**config.mk**
```make
export PLATFORM = sky130hd
export DESIGN_NAME = avr_io_intc
export DESIGN_NICKNAME = d
export VERILOG_FILES = /design/src/rtl/avr_io_intc.sv
export SDC_FILE = /design/constraint.sdc
export NUM_CORES = 1
export LEC_CHECK = 0
export ABC_AREA = 1
export CORE_UTILIZATION = 26
export DETAILED_ROUTE_END_ITERATION = 6
export PLACE_DENSITY = 0.49
export SETUP_SLACK_MARGIN = 0.5
export SLEW_MARGIN = 15
export SYNTH_ARGS = -nofsm -noshare
export SYNTH_HDL_FRONTEND = slang
export SYNTH_SLANG_ARGS = --single-unit
```
**constraint.sdc**
```tcl
create_clock -name clk -period 0.99 [get_ports clk]
set_input_delay 0.099 -clock clk [delete_from_list [all_inputs] [get_ports clk]]
set_output_delay 0.099 -clock clk [all_outputs]
set_load 0.01 [all_outputs]
```
**src/rtl/avr_io_intc.sv**
```systemverilog
// IO-mapped interrupt controller: latches requests, masks them and resolves a fixed-priority vector.
// Latency: pending updates at the edge after a request; iflag/ivect follow one edge later.
// Backpressure: none; bus reads are combinational and writes complete in one cycle.
module avr_io_intc #(
  parameter int VECT_WIDTH = 2
) (
  input  logic                  clk,
  input  logic                  rst,
  input  logic                  io_re,
  input  logic                  io_we,
  input  logic [1:0]            io_a,
  output logic [7:0]            io_do,
  input  logic [7:0]            io_di,
  input  logic [2**VECT_WIDTH-1:0] irq_in,
  output logic                  iflag,
  output logic [VECT_WIDTH-1:0] ivect
);

  localparam int NSRC = 2**VECT_WIDTH;

  localparam logic [1:0] A_IFR = 2'd0;
  localparam logic [1:0] A_IMR = 2'd1;
  localparam logic [1:0] A_ICR = 2'd2;
  localparam logic [1:0] A_ISR = 2'd3;

  // Architectural state
  logic [NSRC-1:0]       pending_q, pending_d;
  logic [NSRC-1:0]       prev_q,    prev_d;
  logic [NSRC-1:0]       imr_q,     imr_d;
  logic [NSRC-1:0]       icr_q,     icr_d;
  logic                  iflag_q,   iflag_d;
  logic [VECT_WIDTH-1:0] ivect_q,   ivect_d;

  // Decoded write strobes and working signals
  logic            wr_ifr;
  logic            wr_imr;
  logic            wr_icr;
  logic            wr_isr;
  logic [NSRC-1:0] wdata;
  logic [NSRC-1:0] rise;
  logic [NSRC-1:0] edge_set;
  logic [NSRC-1:0] edge_clr;
  logic [NSRC-1:0] active;
  logic [2:0]      ivect_ext;

  // Write data bits at or above NSRC have no register behind them.
  logic unused_di;
  assign unused_di = ^io_di;

  assign wdata  = io_di[NSRC-1:0];
  assign wr_ifr = io_we && (io_a == A_IFR);
  assign wr_imr = io_we && (io_a == A_IMR);
  assign wr_icr = io_we && (io_a == A_ICR);
  assign wr_isr = io_we && (io_a == A_ISR);

  // Rising-edge detect against last cycle's request lines; prev resets to 0
  // so a line held high across reset release still registers as an edge.
  always_comb begin
    rise     = irq_in & ~prev_q;
    edge_set = rise | (wr_isr ? wdata : '0);
    edge_clr = wr_ifr ? wdata : '0;
    prev_d   = irq_in;
  end

  // Pending: level sources mirror the line, edge sources latch with set over clear.
  always_comb begin
    pending_d = pending_q;
    for (int i = 0; i < NSRC; i++) begin
      if (!icr_q[i]) begin
        pending_d[i] = irq_in[i];
      end else if (edge_set[i]) begin
        pending_d[i] = 1'b1;
      end else if (edge_clr[i]) begin
        pending_d[i] = 1'b0;
      end
    end
  end

  // Mask and mode registers take the low NSRC bits of a write.
  always_comb begin
    imr_d = imr_q;
    icr_d = icr_q;
    if (wr_imr) begin
      imr_d = wdata;
    end
    if (wr_icr) begin
      icr_d = wdata;
    end
  end

  // Fixed-priority resolve from registered pending/mask; bit 0 wins, vector holds when idle.
  always_comb begin
    active  = pending_q & imr_q;
    iflag_d = |active;
    ivect_d = ivect_q;
    for (int i = NSRC - 1; i >= 0; i--) begin
      if (active[i]) begin
        ivect_d = VECT_WIDTH'(i);
      end
    end
  end

  // All state resets synchronously.
  always_ff @(posedge clk) begin
    if (rst) begin
      pending_q <= '0;
      prev_q    <= '0;
      imr_q     <= '0;
      icr_q     <= '0;
      iflag_q   <= 1'b0;
      ivect_q   <= '0;
    end else begin
      pending_q <= pending_d;
      prev_q    <= prev_d;
      imr_q     <= imr_d;
      icr_q     <= icr_d;
      iflag_q   <= iflag_d;
      ivect_q   <= ivect_d;
    end
  end

  assign ivect_ext = 3'(ivect_q);

  // Read mux drives zero when not selected so the bus can be OR-merged.
  always_comb begin
    io_do = 8'h00;
    if (io_re) begin
      unique case (io_a)
        A_IFR:   io_do = 8'(pending_q);
        A_IMR:   io_do = 8'(imr_q);
        A_ICR:   io_do = 8'(icr_q);
        A_ISR:   io_do = {iflag_q, 4'b0000, ivect_ext};
        default: io_do = 8'h00;
      endcase
    end
  end

  assign iflag = iflag_q;
  assign ivect = ivect_q;

endmodule

```
==> results <==
- The fraction of layout cells with a size suffix above 1 is 0.641.
- The share of power burned in registers is 0.485.
- The terminating pin of the worst hold path is prev_q[1].
- The longest individual stage delay on the worst path is a little under 0.4 ns.
- The worst hold path passes through 3 cells.
- Input and output buffers added on the ports amount to 21.
- The power consumption is between 1500 and 2000 uW.
- The class of the tightest hold or removal check is input port to flip-flop.
- The post-synthesis cell count is between 100 and 150.
- The flow ran to the end, but the final reports show violations.
- STA puts the critical path data required time at 0.89 ns.
- The first global-routing pass estimated between 4000 and 5000 um of wire.
- The worst setup path is captured at an output pin.
- The largest net degree at the start of global routing is 12.
- For this run, the number of Yosys warnings is 0.
- The number of enable flip-flop cells after synthesis is 0.
- The critical register-to-register path endpoint is iflag.
- The wire-length estimate of the detail-placed layout is 2050 um.
- The critical path is of the flip-flop to output pin type.
- The total area of sequential cells is between 400 and 500 um2.
- Cell internal power was estimated by the tool at roughly 1200 uW.
- The number of clock buffers added by TritonCTS is 3.
- The floorplan has 21 rows.
- The multi-input combinational cells in the finished layout cover a total of 667 um2.
- The cell with the largest stage delay on the worst path is sky130_fd_sc_hd__dfxtp_4.
- The number of endpoints with negative hold slack in the final report is 0.
- The mean instance size in the synthesized netlist is between 6 and 7 um2.
- The ratio of total power to cell area is roughly 910 nW/um2.
- After filler insertion, the fill cell instance count of the layout stands at 328.
- Summed over all cells, the static leakage comes to about 0.0009 uW.
- For the worst-skew pair, the clock arrives at the later sink with an insertion delay of approximately 0.31 ns.
- Dividing the detail-routed wire length by the instance count gives between 10 and 15 um.
- At the end of the flow, the number of nets in the layout was roughly 230.
- The count of pins over their slew limit is 0.
- The cell at the root of the clock tree is sky130_fd_sc_hd__clkbuf_4.
- The share of synthesized area in the top cell type comes to 0.421.
- The worst register-to-register path begins at imr_q[1].
- The initial cell density of the core is 0.271.
- The placer's final routability congestion estimate is 0.816.
- In the global route stage, overall resource usage came out at 0.174.
- The number of sinks on the clock net is 19.
- The critical path goes through o21ai_2 > a31oi_2 > buf_2.
- The die covers roughly 3700 um2.
- After synthesis, the cell types taking the most area are sky130_fd_sc_hd__dfxtp_1, sky130_fd_sc_hd__nand2_1, sky130_fd_sc_hd__nand3_1, sky130_fd_sc_hd__a21oi_1, sky130_fd_sc_hd__inv_1.
- The count of nets left with antenna violations once routing finished came out at 0.
- The tool flagged a number of max-cap violations equal to 0.
- The minimum setup slack after placement is -0.785 ns.
- The part of the total power dissipated in combinational logic is 0.264.
- The number of search-and-repair iterations in the first detailed-routing pass is 4.
- The placeable core region is 3340 um2.
- The worst reg-to-reg path cell count is 6.
- The number of antenna violations at the first check in global routing is 0.
- After synthesis, the netlist uses 13 different library cells.
- The worst-case clock skew is ~0.012 ns.
- From left edge to right edge, the die measures just over 60 um.
- Based on the critical path, the design can be clocked at up to 0.880 GHz.
- The share of the Yosys chip area taken by registers is 0.421.
- For this design the top-level I/O count stands at 29.
- The clock share of power is 0.251.
- Among all cell types in the netlist, the one instantiated most often is sky130_fd_sc_hd__nand2_1.
- The setup slack of the worst register-to-register path is 0.02 ns.
- The via count of the routed design is between 1000 and 1500.
- The first routing iteration left 31 violations.
- The maximum buffer depth of the clock tree is 2.
- The number of hold-repair buffers added at the cts stage is 0.
- After detailed placement, the design holds a cell count of 238.
- The origin of the worst min-delay path is irq_in[1].
- The chip height is just over 60 um.
- Of the total power, the share spent switching nets is 0.301.
- The mapped netlist covers 903 um2.
- The arrival time of data at the critical path endpoint is approximately 1.0 ns.
- The final layout contains routed wiring with a total length of just over 3000 um.
- Summed over all layers, the global routing overflow is 0.
- Counting flops with an async set or reset pin after synthesis yields a share of 0.
- By count the netlist is led by sky130_fd_sc_hd__nand2_1, sky130_fd_sc_hd__dfxtp_1, sky130_fd_sc_hd__inv_1.
- In this run the worst path has a maximum fanout of 2.
- Setup violations remaining at the end of the flow were counted as 7.
- The final worst slack is -0.147 ns.
- The worst-case IR drop observed on VDD is roughly 460 uV.
- The dominant synthesized flop cell is sky130_fd_sc_hd__dfxtp_1.
- The sort of element at the start of the critical path is a flip-flop.
- In the routed design, unresolved DRC markers number 0.
- Of the available clock period, the critical path in the final layout requires 1.15.
- The number of global-route vias before repair is between 1000 and 1500.
- The biggest area consumer among synthesized cells is sky130_fd_sc_hd__dfxtp_1.
- The final reports fail on setup timing.
- Setup repair after global routing could not meet its margin everywhere.
- The post-route minimum period is between 1 and 1.5 ns.
- Setup total negative slack on the finished layout was measured at -0.694 ns.
- The repair_antennas step left the layout with diodes totalling 0.
- Dividing the detail-routed via count by the number of cells gives approximately 4.4.
- For this run, the share of the core covered by cells in the final layout is 0.559.
- The flop and latch count out of synthesis is 19.
- The analysis attributes to net switching a power of just over 500 uW.
- TritonCTS built the clock tree.
- The number of standard cells in the final layout excluding fillers is about 260.
- The layout overhead on the synthesized area is 107%.
- Clock-pin slew was measured on the worst setup and hold paths at roughly 0.13 ns.
- CTS built an H-tree with a depth of 1.
==> power by group through the flow <==
stage               clock (uW)  sequential [uW]  combinational [uW]
global placement             0              834                 343
CTS                        430              820                 409
floorplan                    0              835                 144
detailed placement           0              833                 347
global route               478              824                 484
finish                     424              821                 448
==> state kept, by name, indices dropped and copies added (netlist names) <==
| register | cells |
|---|---|
| icr_q | 4 |
| imr_q | 4 |
| pending_q | 4 |
| prev_q | 4 |
| ivect | 2 |
| iflag | 1 |
==> layout by cell type, fill, tap and decap left out, drive strengths merged <==
| master | n |
|---|---|
| inv | 16 |
| dfxtp | 19 |
| a31oi | 2 |
| nor3 | 1 |
| conb | 3 |
| dlygate4sd2 | 5 |
| nand3 | 14 |
| buf | 56 |
| nor2 | 11 |
| dlymetal6s2s | 1 |
| a21oi | 12 |
| clkbuf | 4 |
| nand2 | 53 |
| clkdlybuf4s50 | 4 |
| o21ai | 7 |
| clkinv | 1 |
==> cell families (layout without fill, tap and decap cells) <==
group	count (synthesis)	after routing	synth area share
AOI/OAI and AO/OA	21	21	0.119
buffers and inverters	22	87	0.104
DFF	19	19	0.421
other	1	3	0.00415
and+or+nand+nor	79	79	0.352
==> worst max-delay path by stage <==
stage	startpoint	end	slack (ns)	depth (start not counted)
floorplan	icr_q[0]	io_do[0]	0.29	2
CTS	pending_q[0]	io_do[0]	-0.14	3
detailed placement	io_a[0]	io_do[2]	-0.79	9
global route	icr_q[2]	io_do[2]	-0.21	5
global placement	io_a[0]	io_do[2]	-0.78	9
finish	pending_q[0]	io_do[0]	-0.15	3
==> routing by layer <==
metal	global-route usage	part of all wire	up-vias
met3	0.0235	0.027	2
met5	0	0	-
met4	0.0584	0.0066	0
met1	0.217	0.45	521
li1	-	-	579
met2	0.306	0.51	17
==> per-stage QoR <==
| stage | hold slack (ns) | cell area (um2) |
|---|---|---|
| after floorplan | 0.211 | 1010 |
| after global placement | 0.457 | 1480 |
| after detailed placement | 0.452 | 1480 |
| after CTS | 0.211 | 1720 |
| after global routing | 0.0591 | 1870 |
| final | 0.0440 | 1870 |
==> critical path, delay by kind of cell (launching register included) <==
kind            cells  cell delay, ns
compound gates      2            0.19
buf+inv             1            0.15
flops               1            0.39
==> repair_timing <==
action | CTS | global route
endpoints found under the hold margin | 0 | 0
gates resized for setup | 110 | 29
pin swaps | 21 | 18
endpoints found under the setup margin | 27 | 25
setup buffers | 6 | 7
==> final cells by class <==
| type | count | area share |
|---|---|---|
| clock inverters | 1 | 0.00268 |
| well taps | 46 | 0.0309 |
| repair buffers | 67 | 0.341 |
| multi-input cells | 103 | 0.357 |
| inverters | 16 | 0.0402 |
| clock buffers | 3 | 0.0121 |
| flip-flops and latches | 19 | 0.215 |
No activity file was read; power rests on OpenSTA's default activity.
